$ cat src/rtl/irq_ctrl_pkg.sv
// Shared constants for the interrupt controller: bus addresses, FSM encodings and
// status-register field positions.
package irq_ctrl_pkg;

    localparam logic [4:0] A_STATUS = 5'b11000;
    localparam logic [4:0] A_MASK   = 5'b11001;
    localparam logic [4:0] A_CLEAR  = 5'b11010;

    typedef enum logic [1:0] {
        StIdle    = 2'b00,
        StReq     = 2'b01,
        StService = 2'b10
    } state_e;

    // Status word: {16'b0, state, 2'b0, irq_id, 1'b0, pending[7:0]}
    localparam int unsigned StatusPendLsb  = 0;
    localparam int unsigned StatusIdLsb    = 9;
    localparam int unsigned StatusStateLsb = 14;

endpackage

$ cat src/rtl/irq_ctrl_prio_enc.sv
// Fixed-priority encoder: reports the lowest set index of req and whether any bit is set.
module irq_ctrl_prio_enc #(
    parameter int unsigned Width = 4
) (
    input  logic [Width-1:0] req,
    output logic [2:0]       idx,
    output logic             any
);

    always_comb begin
        idx = '0;
        any = 1'b0;
        for (int unsigned i = 0; i < Width; i++) begin
            if (req[i] && !any) begin
                any = 1'b1;
                idx = 3'(i);
            end
        end
    end

endmodule

$ cat src/rtl/irq_ctrl.sv
// Interrupt controller: edge-latched pending sources, mask, fixed-priority select and a
// non-nesting request/service handshake towards the CPU, plus a small register window.
module irq_ctrl
    import irq_ctrl_pkg::*;
#(
    parameter int unsigned NSRC     = 4,
    parameter logic [7:0]  VEC_MASK = 8'h01
) (
    input  logic            clk,
    input  logic            rst,
    input  logic [NSRC-1:0] src,
    input  logic            we,
    input  logic [4:0]      addr,
    input  logic [31:0]     wd,
    output logic [31:0]     rd,
    input  logic            int_ack,
    input  logic            eret,
    output logic            irq,
    output logic            iv,
    output logic [2:0]      irq_id
);

    logic [NSRC-1:0] src_q;
    logic [NSRC-1:0] pending_q, pending_d;
    logic [NSRC-1:0] mask_q, mask_d;
    logic [2:0]      irq_id_q, irq_id_d;
    state_e          state_q, state_d;

    logic [NSRC-1:0] src_rise;
    logic [NSRC-1:0] sw_clr;
    logic [7:0]      ack_clr8;
    logic [7:0]      act8;
    logic [7:0]      pending8;
    logic [2:0]      sel;
    logic            any_act;
    logic            take_ack;
    logic            unused_wd;

    assign unused_wd = ^wd[31:NSRC];

    always_comb begin
        act8 = '0;
        act8[NSRC-1:0] = pending_q & mask_q;
        pending8 = '0;
        pending8[NSRC-1:0] = pending_q;
    end

    irq_ctrl_prio_enc #(
        .Width (NSRC)
    ) u_prio_enc (
        .req (act8[NSRC-1:0]),
        .idx (sel),
        .any (any_act)
    );

    always_comb begin
        state_d  = state_q;
        irq_id_d = irq_id_q;
        take_ack = 1'b0;
        unique case (state_q)
            StIdle: begin
                if (any_act) begin
                    state_d  = StReq;
                    irq_id_d = sel;
                end
            end
            StReq: begin
                // Software withdrew the source before the CPU took it: drop the request.
                if (!act8[irq_id_q]) begin
                    state_d = StIdle;
                end else if (int_ack) begin
                    state_d  = StService;
                    take_ack = 1'b1;
                end
            end
            StService: begin
                if (eret) begin
                    state_d = StIdle;
                end
            end
            default: state_d = StIdle;
        endcase
    end

    always_comb begin
        src_rise = src & ~src_q;
        sw_clr   = '0;
        if (we && addr == A_CLEAR) begin
            sw_clr = wd[NSRC-1:0];
        end
        ack_clr8 = '0;
        ack_clr8[irq_id_q] = take_ack;
        // A new edge in the same cycle as any clear keeps the bit set.
        pending_d = (pending_q & ~(sw_clr | ack_clr8[NSRC-1:0])) | src_rise;
        mask_d = mask_q;
        if (we && addr == A_MASK) begin
            mask_d = wd[NSRC-1:0];
        end
    end

    always_ff @(posedge clk or posedge rst) begin
        if (rst) begin
            src_q     <= '0;
            pending_q <= '0;
            mask_q    <= '0;
            irq_id_q  <= '0;
            state_q   <= StIdle;
        end else begin
            src_q     <= src;
            pending_q <= pending_d;
            mask_q    <= mask_d;
            irq_id_q  <= irq_id_d;
            state_q   <= state_d;
        end
    end

    assign irq    = (state_q == StReq);
    assign iv     = ((state_q == StReq) || (state_q == StService)) && VEC_MASK[irq_id_q];
    assign irq_id = irq_id_q;

    always_comb begin
        rd = 32'h0;
        if (addr == A_STATUS) begin
            rd[StatusPendLsb +: 8]  = pending8;
            rd[StatusIdLsb +: 3]    = irq_id_q;
            rd[StatusStateLsb +: 2] = state_q;
        end else if (addr == A_MASK) begin
            rd[NSRC-1:0] = mask_q;
        end
    end

endmodule
$ cat config.mk
export PLATFORM = sky130hd
export DESIGN_NAME = irq_ctrl
export DESIGN_NICKNAME = d
export VERILOG_FILES = /design/src/rtl/irq_ctrl_pkg.sv /design/src/rtl/irq_ctrl_prio_enc.sv /design/src/rtl/irq_ctrl.sv
export SDC_FILE = /design/constraint.sdc
export NUM_CORES = 1
export LEC_CHECK = 0
export ABC_AREA = 1
export BUFFER_PORTS_ARGS = -buffer_cell sky130_fd_sc_hd__buf_2
export CORE_MARGIN = 5
export CORE_UTILIZATION = 41
export CTS_CLUSTER_DIAMETER = 200
export DETAILED_ROUTE_END_ITERATION = 10
export PLACE_DENSITY = 0.85
export REMOVE_ABC_BUFFERS = 1
export SLEW_MARGIN = 10
export SYNTH_ARGS = -nofsm -noshare
export SYNTH_HDL_FRONTEND = slang
export SYNTH_SLANG_ARGS = --single-unit
$ cat constraint.sdc
create_clock -name clk -period 1.4 [get_ports clk]
set_input_delay 0.28 -clock clk [delete_from_list [all_inputs] [get_ports clk]]
set_output_delay 0.28 -clock clk [all_outputs]
set_load 0.01 [all_outputs]
# Yosys cells after proc, flatten, opt, wreduce, memory -nomap -nowiden
# Memory sizes are Yosys's and may differ from the RTL's.
# Cells that the tools add are included.
dict set report totals {
  in_bits 46
  mem_bits_ro 8
  word_cells 63
  register_bits 17
  out_inout_bits 37
  mem_count 1
}
dict set report classes {
  bitwise_logic 8
  n_mux 25
  reduce_logical 14
  eq_ne 8
  magnitude_cmp 2
}
# name words width read_ports rd_clocked_by_memory_dff write_ports line_no
set memory_table {}
lappend memory_table {{(no name shown)} 8 1 1 0 0 irq_ctrl.sv:118} ;# assign iv = ((state_q == StReq) || (state_q == StService)) && VEC_MASK[irq_id_q];
# op n
set ops {}
lappend ops {{4-bit AND} 4}
lappend ops {{5-bit == test, second input constant} 3}
lappend ops {{2-bit 2-to-1 mux} 7}
lappend ops {{4-bit 2-to-1 mux} 3}
lappend ops {{1-bit 2-to-1 mux} 11}
lappend ops {{4-bit NOT} 2}
lappend ops {{4-bit bitwise OR} 2}
lappend ops {{1-bit logical AND} 7}
lappend ops {{2-bit one-hot mux with 3 select lines} 1}
lappend ops {{3-bit by 4-bit less-than comparator with 1-bit output, second input constant} 1}
lappend ops {{2-bit inequality test, second input constant} 2}
lappend ops {{1-bit binary-select mux with 3-bit select} 1}
lappend ops {{1-bit demux with 3-bit select} 1}
lappend ops {{3-bit by 1-bit >= comparator with 1-bit output, second input constant} 1}
lappend ops {{1-bit logical NOT} 3}
lappend ops {{3-bit 2-to-1 mux} 1}
lappend ops {{3-bit inequality test, second input constant} 1}
lappend ops {{3-bit AND reduction} 1}
lappend ops {{2-bit by 1-bit == test with 1-bit output, second input constant} 1}
lappend ops {{2-bit == test, second input constant} 1}
lappend ops {{2-bit logical NOT} 1}
lappend ops {{2-bit AND reduction} 1}
lappend ops {{1-bit logical OR} 1}

# Logic depth before layout (Yosys ltp)
# Gate-level depths: netlist of the first run.
dict set report depth {
  word_depth 13
  mapped_depth 9
  ltp_nobuf 9
}

# Hierarchy
# Synthesis of the first run repeated with hierarchy kept, for this count alone.
dict set report hier_totals {
  hier_cells 175
  area_unflattened_um2 1253.7
}
# module seq_area_each_um2 n_inst cells_each area_each_um2
set by_module_without_submodules {}
lappend by_module_without_submodules {irq_ctrl 425.4 1 164 1193.6}
lappend by_module_without_submodules {irq_ctrl_prio_enc 0.0 1 11 60.1}

# Least setup slack after synthesis of the first run
# OpenSTA, ideal clock, no wires.
dict set report synth_path {
  kind {flip-flop to flip-flop}
  from {reg state_q[0]}
  to {reg state_q[1]}
  arrival_ns 1.198
  setup_ns 0.117
  synth_period_minus_slack_ns 1.316
  setup_slack_ns 0.084
  path_buffers 0
  required_time_ns 1.283
  path_stages_with_launch 8
  cell_sequence {dfrtp_1 inv_1 ha_1 inv_1 nor3_2 nor2_8 nand3_1 nand2_1}
}
dict set report synth_via {
  elab_chain_cells 3
  word_cells_on_any_way 8
  cone_classes {5 x eq/ne; 1 x mux; 2 x reduce/logical}
}
# item line_no
set synth_lines {}
lappend synth_lines {{start, declared} irq_ctrl.sv:27} ;# state_e state_q, state_d;
lappend synth_lines {{start signal, assigned} irq_ctrl.sv:107} ;# state_q <= StIdle;
lappend synth_lines {{start signal, assigned} irq_ctrl.sv:113} ;# state_q <= state_d;
lappend synth_lines {{2-bit by 1-bit == test with 1-bit output, or another cell as far along} irq_ctrl.sv:60} ;# unique case (state_q)
lappend synth_lines {{3-bit inequality test (no source line) / 2-bit inequality test (equally long branches)} -}
lappend synth_lines {{3-bit AND reduction (no source line)} -}
# Several ways; a longest one is shown, not always the timed one.
# A chain may end at the register's enable or synchronous reset.

# Worst setup path in the final report of the first run
dict set report layout_path {
  from {reg state_q[1]}
  to {out iv}
}
dict set report layout_via {
  elab_chain_cells 3
  word_cells_on_any_way 4
  cone_classes {2 x eq/ne; 2 x reduce/logical}
}
# item line_no
set layout_lines {}
lappend layout_lines {{2-bit by 1-bit == test with 1-bit output / 2-bit == test (equally long branches)} irq_ctrl.sv:118}
lappend layout_lines {{1-bit logical OR *} irq_ctrl.sv:118}
lappend layout_lines {{1-bit logical AND *} irq_ctrl.sv:118}
lappend layout_lines {{end, declared} irq_ctrl.sv:19} ;# output logic iv,
# Every way passes the cells marked *; elsewhere a longest branch is shown, timed or not.

==> flow_summary.yaml, run 1 <==
hold_path:
  hp-class: "input pin to flop"
drt:
  first_pass_iters: 4
  via_count: 1094
  wl_per_cell_um: 11.0
  post_drt_via_cell_ratio: 4.56
  totalWireLength_mm: 2.65
  antenna_left: 0
  drcViolationCount: 0
  drt-initial-drc-count: 38
critical_path:
  critPathKind: "flop to output pin"
  cp-start-kind: "flop"
  arrival_ns: 1.28
  crit_required_ns: 1.12
  critPathCaptureType: "output pin"
  cp_max_fo: 3
global_routing:
  grt_start_max_net_pins: 17
  grt_pass1_vias: 977
  grt_pass1_wl_mm: 4.10
  grt_use_total_pct: 12.3
  antenna_found_initial: 0
  overflow: 0
floorplan:
  die_h_um: 63.8
  rows: 19
  die-area_um2: 4070
  die_w_um: 63.8
  core-area_um2: 2760
  initial_core_util_pct: 43.0
  num_io_pins: 83
sta:
  fin_crit_ns: 1.56
  skew_ns: 0.00855
  rsz0062_at_grt: "yes"
  final-hold-violation-count: 0
  fin_ws_ns: -0.161
  clock.fmax_mhz: 641
  maxSlewViolCount: 0
  fin_crit_sh_pct: 111
  holdWs_ns: 0.113
  setup_viol: 2
finish:
  final_common_cell: "nand2_1"
  antennaDiodeCount: 0
  final_cell_mix: "nand2_1, buf_2, conb_1, inv_1, dfrtp_1"
  synthToLayoutAreaGrowth_pct: 27.2
  finalNetCount: 259
  drive_gt1_share_pct: 38.8
  fin_cells: 240
logic_synthesis:
  synth_simple_gate_area_share_pct: 30.7
  syn_area_per_cell_um2: 7.22
  synth-compound-area-share_pct: 6.34
  synth_top_family_by_area: "simple AND/OR/NAND/NOR gates"
  syn_area_um2: 1180
  yosys_warnings: 0
  synth_cell_types: 21
  muxShareOfSynthArea_pct: 0
  ys_seq_elements: 16
  synthAdderAreaFrac_pct: 3.17
  synth_cells: 164
  ys_seq_area_share_pct: 33.8
  synthXorXnorAreaFrac_pct: 0
clock_network:
  cts_max_path_buffers: 2
  path_clk_slew_ns: 0.10
  clock-root-buffer: "clkbuf_4"
  clock-sinks: 16
  htree_levels: 1
  cts_buffers: 3
  cts_tree: "built"
  clk_latency_ns: 0.29
run:
  cap_violations: 0
power:
  p_leak_nw: 0.901
  irDropWorstVdd_uv: 1090
  finalPower_w: 0.00243
  power_density_nw_per_um2: 1610
place:
  gp_congestion: 0.768
  dp_cells: 228
  dp_hpwl_mm: 1.94
  portBuffers: 29
run_status:
  run_status: "complete, but fails checks"
  violations: "negative setup slack"
## worst max-delay path, cell delays in order (launching register included)
cell,delay (ns)
dfrtp_1,0.39
inv_2,0.07
ha_4,0.25
nor3b_2,0.13
buf_2,0.14
## logic make-up (layout without fill, tap and decap cells)
logic type                 Yosys count  after routing
AOI/OAI and AO/OA                   14             14
DFF                                 16             16
other                                1             25
buffers and inverters               56             77
and+or+nand+nor                     74             74
adders and majority gates            3              3
## state kept, by name, indices dropped and copies added, names as in the netlist
register,cells
mask_q,4
pending_q,4
src_q,4
irq_id,2
state_q,2
## cells in the mapped netlist (all sizes together)
cell | instances | area [um2]
a21oi | 8 | 40.0
buf | 25 | 188
conb | 1 | 3.75
dfrtp | 16 | 400
ha | 3 | 37.5
inv | 31 | 116
nand2 | 37 | 159
nand3 | 10 | 50.1
nand4 | 5 | 31.3
nor2 | 20 | 106
nor3 | 1 | 10.0
nor3b | 1 | 7.51
o21ai | 2 | 10.0
o22ai | 4 | 25.0
## worst paths after layout
kind,start,endpoint,slack (ns),cells after the start
setup / recovery,state_q[1],iv,-0.16,4
setup reg to reg,irq_id[0],pending_q[3],0.12,8
hold reg to reg,src_q[0],pending_q[0],0.47,3
hold / removal,src[0],src_q[0],0.11,1
min in group asynchronous,rst,state_q[1],0.53,4
max in group asynchronous,rst,irq_id[0],0.68,4
## where the power goes
part           internal [W]  switching [W]
Sequential         0.000602       0.000152
Clock              0.000158       0.000152
Combinational      0.000566       0.000800
## per-stage QoR
| stage | utilization, % | worst slack [ns] | cell area [um2] | setup TNS [ns] |
|---|---|---|---|---|
| floorplan | - | 0.0841 | 1090 | 0 |
| global route | 54.7 | -0.234 | 1510 | -0.606 |
| detailed placement | 47.5 | -0.0181 | 1310 | -0.0274 |
| finish | 54.7 | -0.161 | 1510 | -0.253 |
| global placement | 47.5 | -0.00273 | 1310 | -0.00338 |
| CTS | 50.6 | -0.166 | 1400 | -0.324 |
## layer usage
layer / part of all wire, % / GRT usage [%] / vias up
li1: - / - / 543
met3: 10 / 3.50 / 2
met4: 0.42 / 3.12 / 0
met1: 39 / 14.1 / 503
met5: 0 / 0 / -
met2: 51 / 22.5 / 46
## area by class of cell
class                           count  area [um2]
Clock buffer                        4        36.3
Fill cell                         253        1250
Inverter                           31         116
Multi-Input combinational cell    116         646
Sequential cell                    16         403
Tap cell                           31        38.8
Timing Repair Buffer               42         268
## repair_timing
item / CTS / global route
endpoints found under the setup margin: 6 / 12
cloned: 0 / 0
setup buffers: 4 / 3
pin swaps: 0 / 5
hold buffers: 1 / 0
hold endpoints to repair: 16 / 0
gates resized for setup: 5 / 20
No activity file was read; power rests on OpenSTA's default activity.
==> inputs of run 2 (changes only) <==
--- a/config.mk
+++ b/config.mk
@@ -7,8 +7,8 @@
 export LEC_CHECK = 0
 export ABC_AREA = 1
 export BUFFER_PORTS_ARGS = -buffer_cell sky130_fd_sc_hd__buf_2
-export CORE_MARGIN = 5
-export CORE_UTILIZATION = 41
+export CORE_MARGIN = 1.5
+export CORE_UTILIZATION = 42
 export CTS_CLUSTER_DIAMETER = 200
 export DETAILED_ROUTE_END_ITERATION = 10
 export PLACE_DENSITY = 0.85
@@ -16,4 +16,5 @@
 export SLEW_MARGIN = 10
 export SYNTH_ARGS = -nofsm -noshare
 export SYNTH_HDL_FRONTEND = slang
+export SYNTH_HIERARCHICAL = 1
 export SYNTH_SLANG_ARGS = --single-unit
==> run 2 against run 1 <==
Against the previous run: the run ends with design-rule violations, negative setup slack left; worst hold slack got worse by 0.014 ns; critical path type unchanged; critical path depth rose by 1; register-to-register slack got worse by 0.02 ns; maximum frequency rose by 3.4%; clock-buffer cell count did not move; flip-flop and latch count rose by 1; highest routed layer unchanged; sequential power fell by 11%; final cell count rose by 7.1%.
==> flow_summary.yaml, run 2 <==
logic_synthesis:
  synth-edff-count: 0
  syn_area_um2: 1250
  dominantRegCellSynth: "dfrtp_1"
  ys_seq_elements: 17
  synthTopCellsByCount: "inv_1, nand2_1, buf_4"
  yosys_warnings: 6
  yosys.area.top_type: "dfrtp_1"
  syn_area_per_cell_um2: 7.16
  yosysTopAreaCellShare_pct: 33.9
  synth.most_common_cell: "inv_1"
  synth_cells: 175
  synth_cell_types: 21
  synthTopCellsByArea: "dfrtp_1, buf_4, inv_1, nand2_1, nor2_1"
  async_flop_share_pct: 100
  ys_seq_area_share_pct: 33.9
global_routing:
  grt_use_total_pct: 16.0
  grt_pass1_vias: 996
  grt_pass1_wl_mm: 4.15
  global_route.usage.met1_pct: 20.9
  grt.met3_usage_pct: 2.68
  grt_start_max_net_pins: 18
  overflow: 0
  busiest_layer: "met2"
  antenna_found_initial: 0
  met2_usage_pct: 27.6
sta:
  final-hold-violation-count: 0
  maxSlewViolCount: 0
  skew_ns: 0.0130
  setup_viol: 7
  fin_ws_ns: -0.109
  fin_crit_ns: 1.51
  clock.fmax_mhz: 663
  rsz0062_at_grt: "yes"
  holdWs_ns: 0.0984
  fin_crit_sh_pct: 108
critical_path:
  crit_chain: "inv_2, ha_4, inv_2, nor2_1, buf_2"
  critPathCaptureType: "output pin"
  regToRegStartpoint: "state_q[1]"
  cpMostUsedCell: "inv_2"
  cp_max_fo: 3
  rrSetupSlack_ns: 0.10
  r2r-end: "state_q[0]"
  cp_slowest_cell: "dfrtp_1"
  crit_required_ns: 1.12
  cp-start-kind: "flop"
  slowest_delay_ns: 0.39
  r2r_cells: 9
  arrival_ns: 1.23
  critPathKind: "flop to output pin"
clock_network:
  cts_tree: "built"
  cts_buffers: 3
  clock-root-buffer: "clkbuf_4"
  clock-sinks: 17
  cts_max_path_buffers: 2
  htree_levels: 1
  path_clk_slew_ns: 0.11
  clk_latency_ns: 0.29
power:
  p_switching_w: 0.000888
  combPwrFrac_pct: 55.2
  irDropWorstVdd_uv: 813
  sw_frac_of_total_pct: 42.5
  p_leak_nw: 0.957
  finalPower_w: 0.00209
  seqPwrFrac_pct: 32.0
  p_clk_share_pct: 12.8
  internal-power_w: 0.00120
  power_density_nw_per_um2: 1270
floorplan:
  core-area_um2: 2810
  num_io_pins: 83
  rows: 19
  die_w_um: 57.6
  initial_core_util_pct: 44.7
  die_h_um: 57.6
  die-area_um2: 3320
hold_path:
  min_to: "src_q[3]"
  hold_depth: 1
  hp-class: "input pin to flop"
  hold_start: "src[3]"
finish:
  final_common_cell: "inv_1"
  synthToLayoutAreaGrowth_pct: 30.9
  finalNetCount: 276
  final_cell_mix: "inv_1, buf_2, nand2_1, conb_1, dfrtp_1"
  fillers: 255
  antennaDiodeCount: 0
  reg_top3: "mask_q: 4 flops, pending_q: 4 flops, src_q: 4 flops"
  drive_gt1_share_pct: 41.6
drt:
  totalWireLength_mm: 2.75
  post_drt_via_cell_ratio: 4.44
  antenna_left: 0
  via_count: 1142
  wl_per_cell_um: 10.7
  first_pass_iters: 7
  drcViolationCount: 7
  drt-initial-drc-count: 30
place:
  portBuffers: 31
  dp_hpwl_mm: 1.86
  gp_congestion: 0.796
run_status:
  violations: "design-rule violations, negative setup slack"
  run_status: "complete, but fails checks"
run:
  cap_violations: 0
[run 2: cell types whose count changed after synthesis, sizes merged, moves of 2 or more]
cell	before	now
nor2	20	16
nand2	37	34
o21ai	2	8
a21oi	8	5
nand4	5	7
nand3	10	8
inv	31	45
[run 2: layout make-up]
class	instances	area, um2	share of cell area, %
Sequential cell	17	427	26.0
Timing Repair Buffer	48	302	18.4
Multi-Input combinational cell	112	674	41.1
Tap cell	31	38.8	2.36
Clock buffer	4	26.3	1.60
Inverter	45	174	10.6
[run 2: metrics by stage]
step                      setup slack [ns]  instance area [um2]  TNS, ns  std cells  utilization, %
after floorplan                      0.147                 1160        0        173               -
after global placement             -0.0568                 1380   -0.149        239            49.2
after detailed placement            -0.121                 1380   -0.467        239            49.2
after CTS                          -0.0913                 1530   -0.137        252            54.6
after global routing                -0.164                 1640   -0.715        257            58.5
final                               -0.109                 1640   -0.295        257            58.5
[run 2: per-layer routing]
layer | share of wire [%] | routed length, um | vias up
met5 | 0 | 0 | -
met4 | 0.87 | 24 | 0
met3 | 5.7 | 158 | 4
met2 | 52 | 1440 | 45
met1 | 41 | 1130 | 508
li1 | - | - | 585
[run 2: worst max-delay path by stage]
stage / start / to / slack, ns / depth (start not counted)
after floorplan: state_q[1] / state_q[0] / 0.15 / 7
after global placement: addr[2] / rd[3] / -0.06 / 7
after detailed placement: addr[2] / rd[3] / -0.12 / 7
after CTS: state_q[1] / iv / -0.09 / 5
after global routing: state_q[1] / iv / -0.16 / 5
final: state_q[1] / iv / -0.11 / 5
[run 2: power by group through the flow]
| stage | Clock [W] | Combinational (W) | Sequential [W] |
|---|---|---|---|
| 6_report | 0.000268 | 0.00115 | 0.000669 |
| 5_1_grt | 0.000304 | 0.00128 | 0.000682 |
| 4_1_cts | 0.000276 | 0.00101 | 0.000668 |
| 3_5_place_dp | 0 | 0.000775 | 0.000706 |
| 3_3_place_gp | 0 | 0.000756 | 0.000701 |
| 2_1_floorplan | 0 | 0.000543 | 0.000706 |
[run 2: worst max-delay path, delay by kind of cell (launching register included)]
kind                     cells  cell delay (ns)
adder cells (fa/ha/maj)      1             0.26
buffers and inverters        3             0.23
flip-flops                   1             0.39
AND/OR/NAND/NOR              1             0.06
[run 2: what timing repair did]
item | 4_1_cts | 5_1_grt
gates resized for setup | 11 | 20
endpoints found under the hold margin | 17 | 0
hold buffers | 1 | 0
cloned | 0 | 1
setup buffers | 8 | 4
pin swaps | 2 | 10
endpoints found under the setup margin | 11 | 16
[run 2: kinds of logic after synthesis]
group | synth area share (%)
buffers and inverters | 27.8
flip-flops | 33.9
AND/OR/NAND/NOR | 26.3
adder cells (fa/ha/maj) | 2.99
other | 0.599
AO/OA/AOI/OAI | 8.28
==> inputs of run 3 (changes only) <==
--- a/config.mk
+++ b/config.mk
@@ -8,10 +8,10 @@
 export ABC_AREA = 1
 export BUFFER_PORTS_ARGS = -buffer_cell sky130_fd_sc_hd__buf_2
 export CORE_MARGIN = 1.5
-export CORE_UTILIZATION = 42
+export CORE_UTILIZATION = 38
 export CTS_CLUSTER_DIAMETER = 200
 export DETAILED_ROUTE_END_ITERATION = 10
-export PLACE_DENSITY = 0.85
+export PLACE_DENSITY = 0.82
 export REMOVE_ABC_BUFFERS = 1
 export SLEW_MARGIN = 10
 export SYNTH_ARGS = -nofsm -noshare
==> constraint.sdc (replaced) <==
create_clock -name clk -period 1.3 [get_ports clk]
set_input_delay 0.26 -clock clk [delete_from_list [all_inputs] [get_ports clk]]
set_output_delay 0.26 -clock clk [all_outputs]
set_load 0.01 [all_outputs]
==> run 3 against run 2 <==
Against the previous run: the run ends with negative setup slack left; total power rose by 25%; final cell count up 10%; flip-flop and latch count stayed put; worst hold slack got worse by 0.021 ns; core utilization increased by 0.19 points; critical path type unchanged; critical endpoint unchanged.
==> flow_summary.yaml, run 3 (synthesis gave the netlist of run 2 again) <==
run_status:
  run_status: "complete, but fails checks"
  violations: "negative setup slack"
drt:
  post_drt_via_cell_ratio: 4.38
  first_pass_iters: 4
  wl_per_cell_um: 11.4
  antenna_left: 0
  drt-initial-drc-count: 30
  totalWireLength_mm: 3.22
  drcViolationCount: 0
  via_count: 1240
sta:
  maxSlewViolCount: 0
  skew_ns: 0.00189
  fin_crit_ns: 1.50
  holdWs_ns: 0.0775
  final-hold-violation-count: 0
  setup_viol: 13
  fin_ws_ns: -0.204
  clock.fmax_mhz: 665
  rsz0062_at_grt: "yes"
  fin_crit_sh_pct: 116
critical_path:
  crit_chain: "inv_2, ha_4, inv_2, nor2_1, buf_2"
  arrival_ns: 1.24
  rrSetupSlack_ns: -0.06
  crit_required_ns: 1.04
  cp_max_fo: 3
  critPathCaptureType: "output pin"
  critPathKind: "flop to output pin"
  slowest_delay_ns: 0.40
  cp_slowest_cell: "dfrtp_1"
  cpMostUsedCell: "inv_2"
  cp-start-kind: "flop"
hold_path:
  hp-class: "input pin to flop"
place:
  dp_hpwl_mm: 2.04
  gp_congestion: 0.818
  portBuffers: 31
clock_network:
  clock-root-buffer: "clkbuf_4"
  cts_buffers: 3
  path_clk_slew_ns: 0.11
  cts_max_path_buffers: 2
  clk_latency_ns: 0.29
  cts_tree: "built"
  htree_levels: 1
  clock-sinks: 17
power:
  p_leak_nw: 1.03
  power_density_nw_per_um2: 1440
  irDropWorstVdd_uv: 738
finish:
  antennaDiodeCount: 0
  finalNetCount: 289
  reg_top3: "mask_q: 4 flops, pending_q: 4 flops, src_q: 4 flops"
  final_cell_mix: "buf_2, inv_1, nand2_1, conb_1"
  synthToLayoutAreaGrowth_pct: 45.3
  final_util_pct: 58.7
  final_common_cell: "buf_2"
  fillers: 259
  drive_gt1_share_pct: 49.0
global_routing:
  grt_start_max_net_pins: 18
  grt_pass1_wl_mm: 4.41
  grt_pass1_vias: 1108
  grt_use_total_pct: 16.0
  overflow: 0
  antenna_found_initial: 0
run:
  cap_violations: 0
floorplan:
  core-area_um2: 3100
  rows: 20
  die-area_um2: 3650
  die_w_um: 60.4
  initial_core_util_pct: 40.4
  num_io_pins: 83
  die_h_um: 60.4
run 3: changes by cell type in the layout (fill, tap and decap cells not counted), sizes merged:
cell and delta:
buf +13, clkbuf -1, clkinv +1
run 3: worst max-delay path, delay by kind of cell, from the launching register on:
kind	cells	cell delay (ns)
flip-flops	1	0.40
adder cells (fa/ha/maj)	1	0.26
AND/OR/NAND/NOR	1	0.06
buffers and inverters	3	0.22
run 3: layout make-up:
| class | count | area (um2) | share of cell area (%) |
|---|---|---|---|
| repair buffers | 61 | 443 | 24.3 |
| multi-input cells | 112 | 693 | 38.0 |
| flip-flops and latches | 17 | 427 | 23.4 |
| inverters | 45 | 176 | 9.68 |
| clock buffers | 3 | 22.5 | 1.24 |
| well taps | 44 | 55.1 | 3.02 |
| clock inverters | 1 | 5.00 | 0.275 |
run 3: timing repair:
item	CTS	global route
endpoints found under the setup margin	13	20
buffers inserted	11	7
hold buffers	1	0
resized for setup	26	28
pin swaps	13	12
gates cloned	0	1
hold endpoints to repair	17	0
run 3: metrics by stage:
| step | TNS, ns | cell area [um2] | setup WS (ns) | std cells | power (W) |
|---|---|---|---|---|---|
| CTS | -0.590 | 1650 | -0.172 | 276 | 0.00222 |
| global placement | -0.337 | 1460 | -0.0658 | 260 | 0.00162 |
| detailed placement | -0.584 | 1460 | -0.103 | 260 | 0.00166 |
| global route | -2.24 | 1820 | -0.285 | 283 | 0.00281 |
| finish | -1.05 | 1820 | -0.204 | 283 | 0.00262 |
| floorplan | 0 | 1160 | 0.0467 | 173 | 0.00135 |
run 3: layer usage:
metal,routed length (um),share of wire [%],GRT usage [%]
met5,0,0,0
met4,87,2.7,5.90
met3,165,5.1,2.56
met2,1640,51,30.4
met1,1320,41,17.8
run 3: worst paths after layout:
check,depth (start not counted),start,end
max,5,state_q[0],iv
max reg2reg,8,mask_q[3],state_q[1]
min,1,src[1],src_q[1]
max in group asynchronous,4,rst,irq_id[1]
min reg2reg,3,src_q[0],pending_q[0]
min in group asynchronous,4,rst,src_q[3]
run 3: report_power, final:
part	internal, W	switching (W)	total [W]
Combinational	0.000752	0.000845	0.00160
Sequential	0.000635	0.0000913	0.000726
Clock	0.000114	0.000178	0.000293
Total	0.00150	0.00111	0.00262
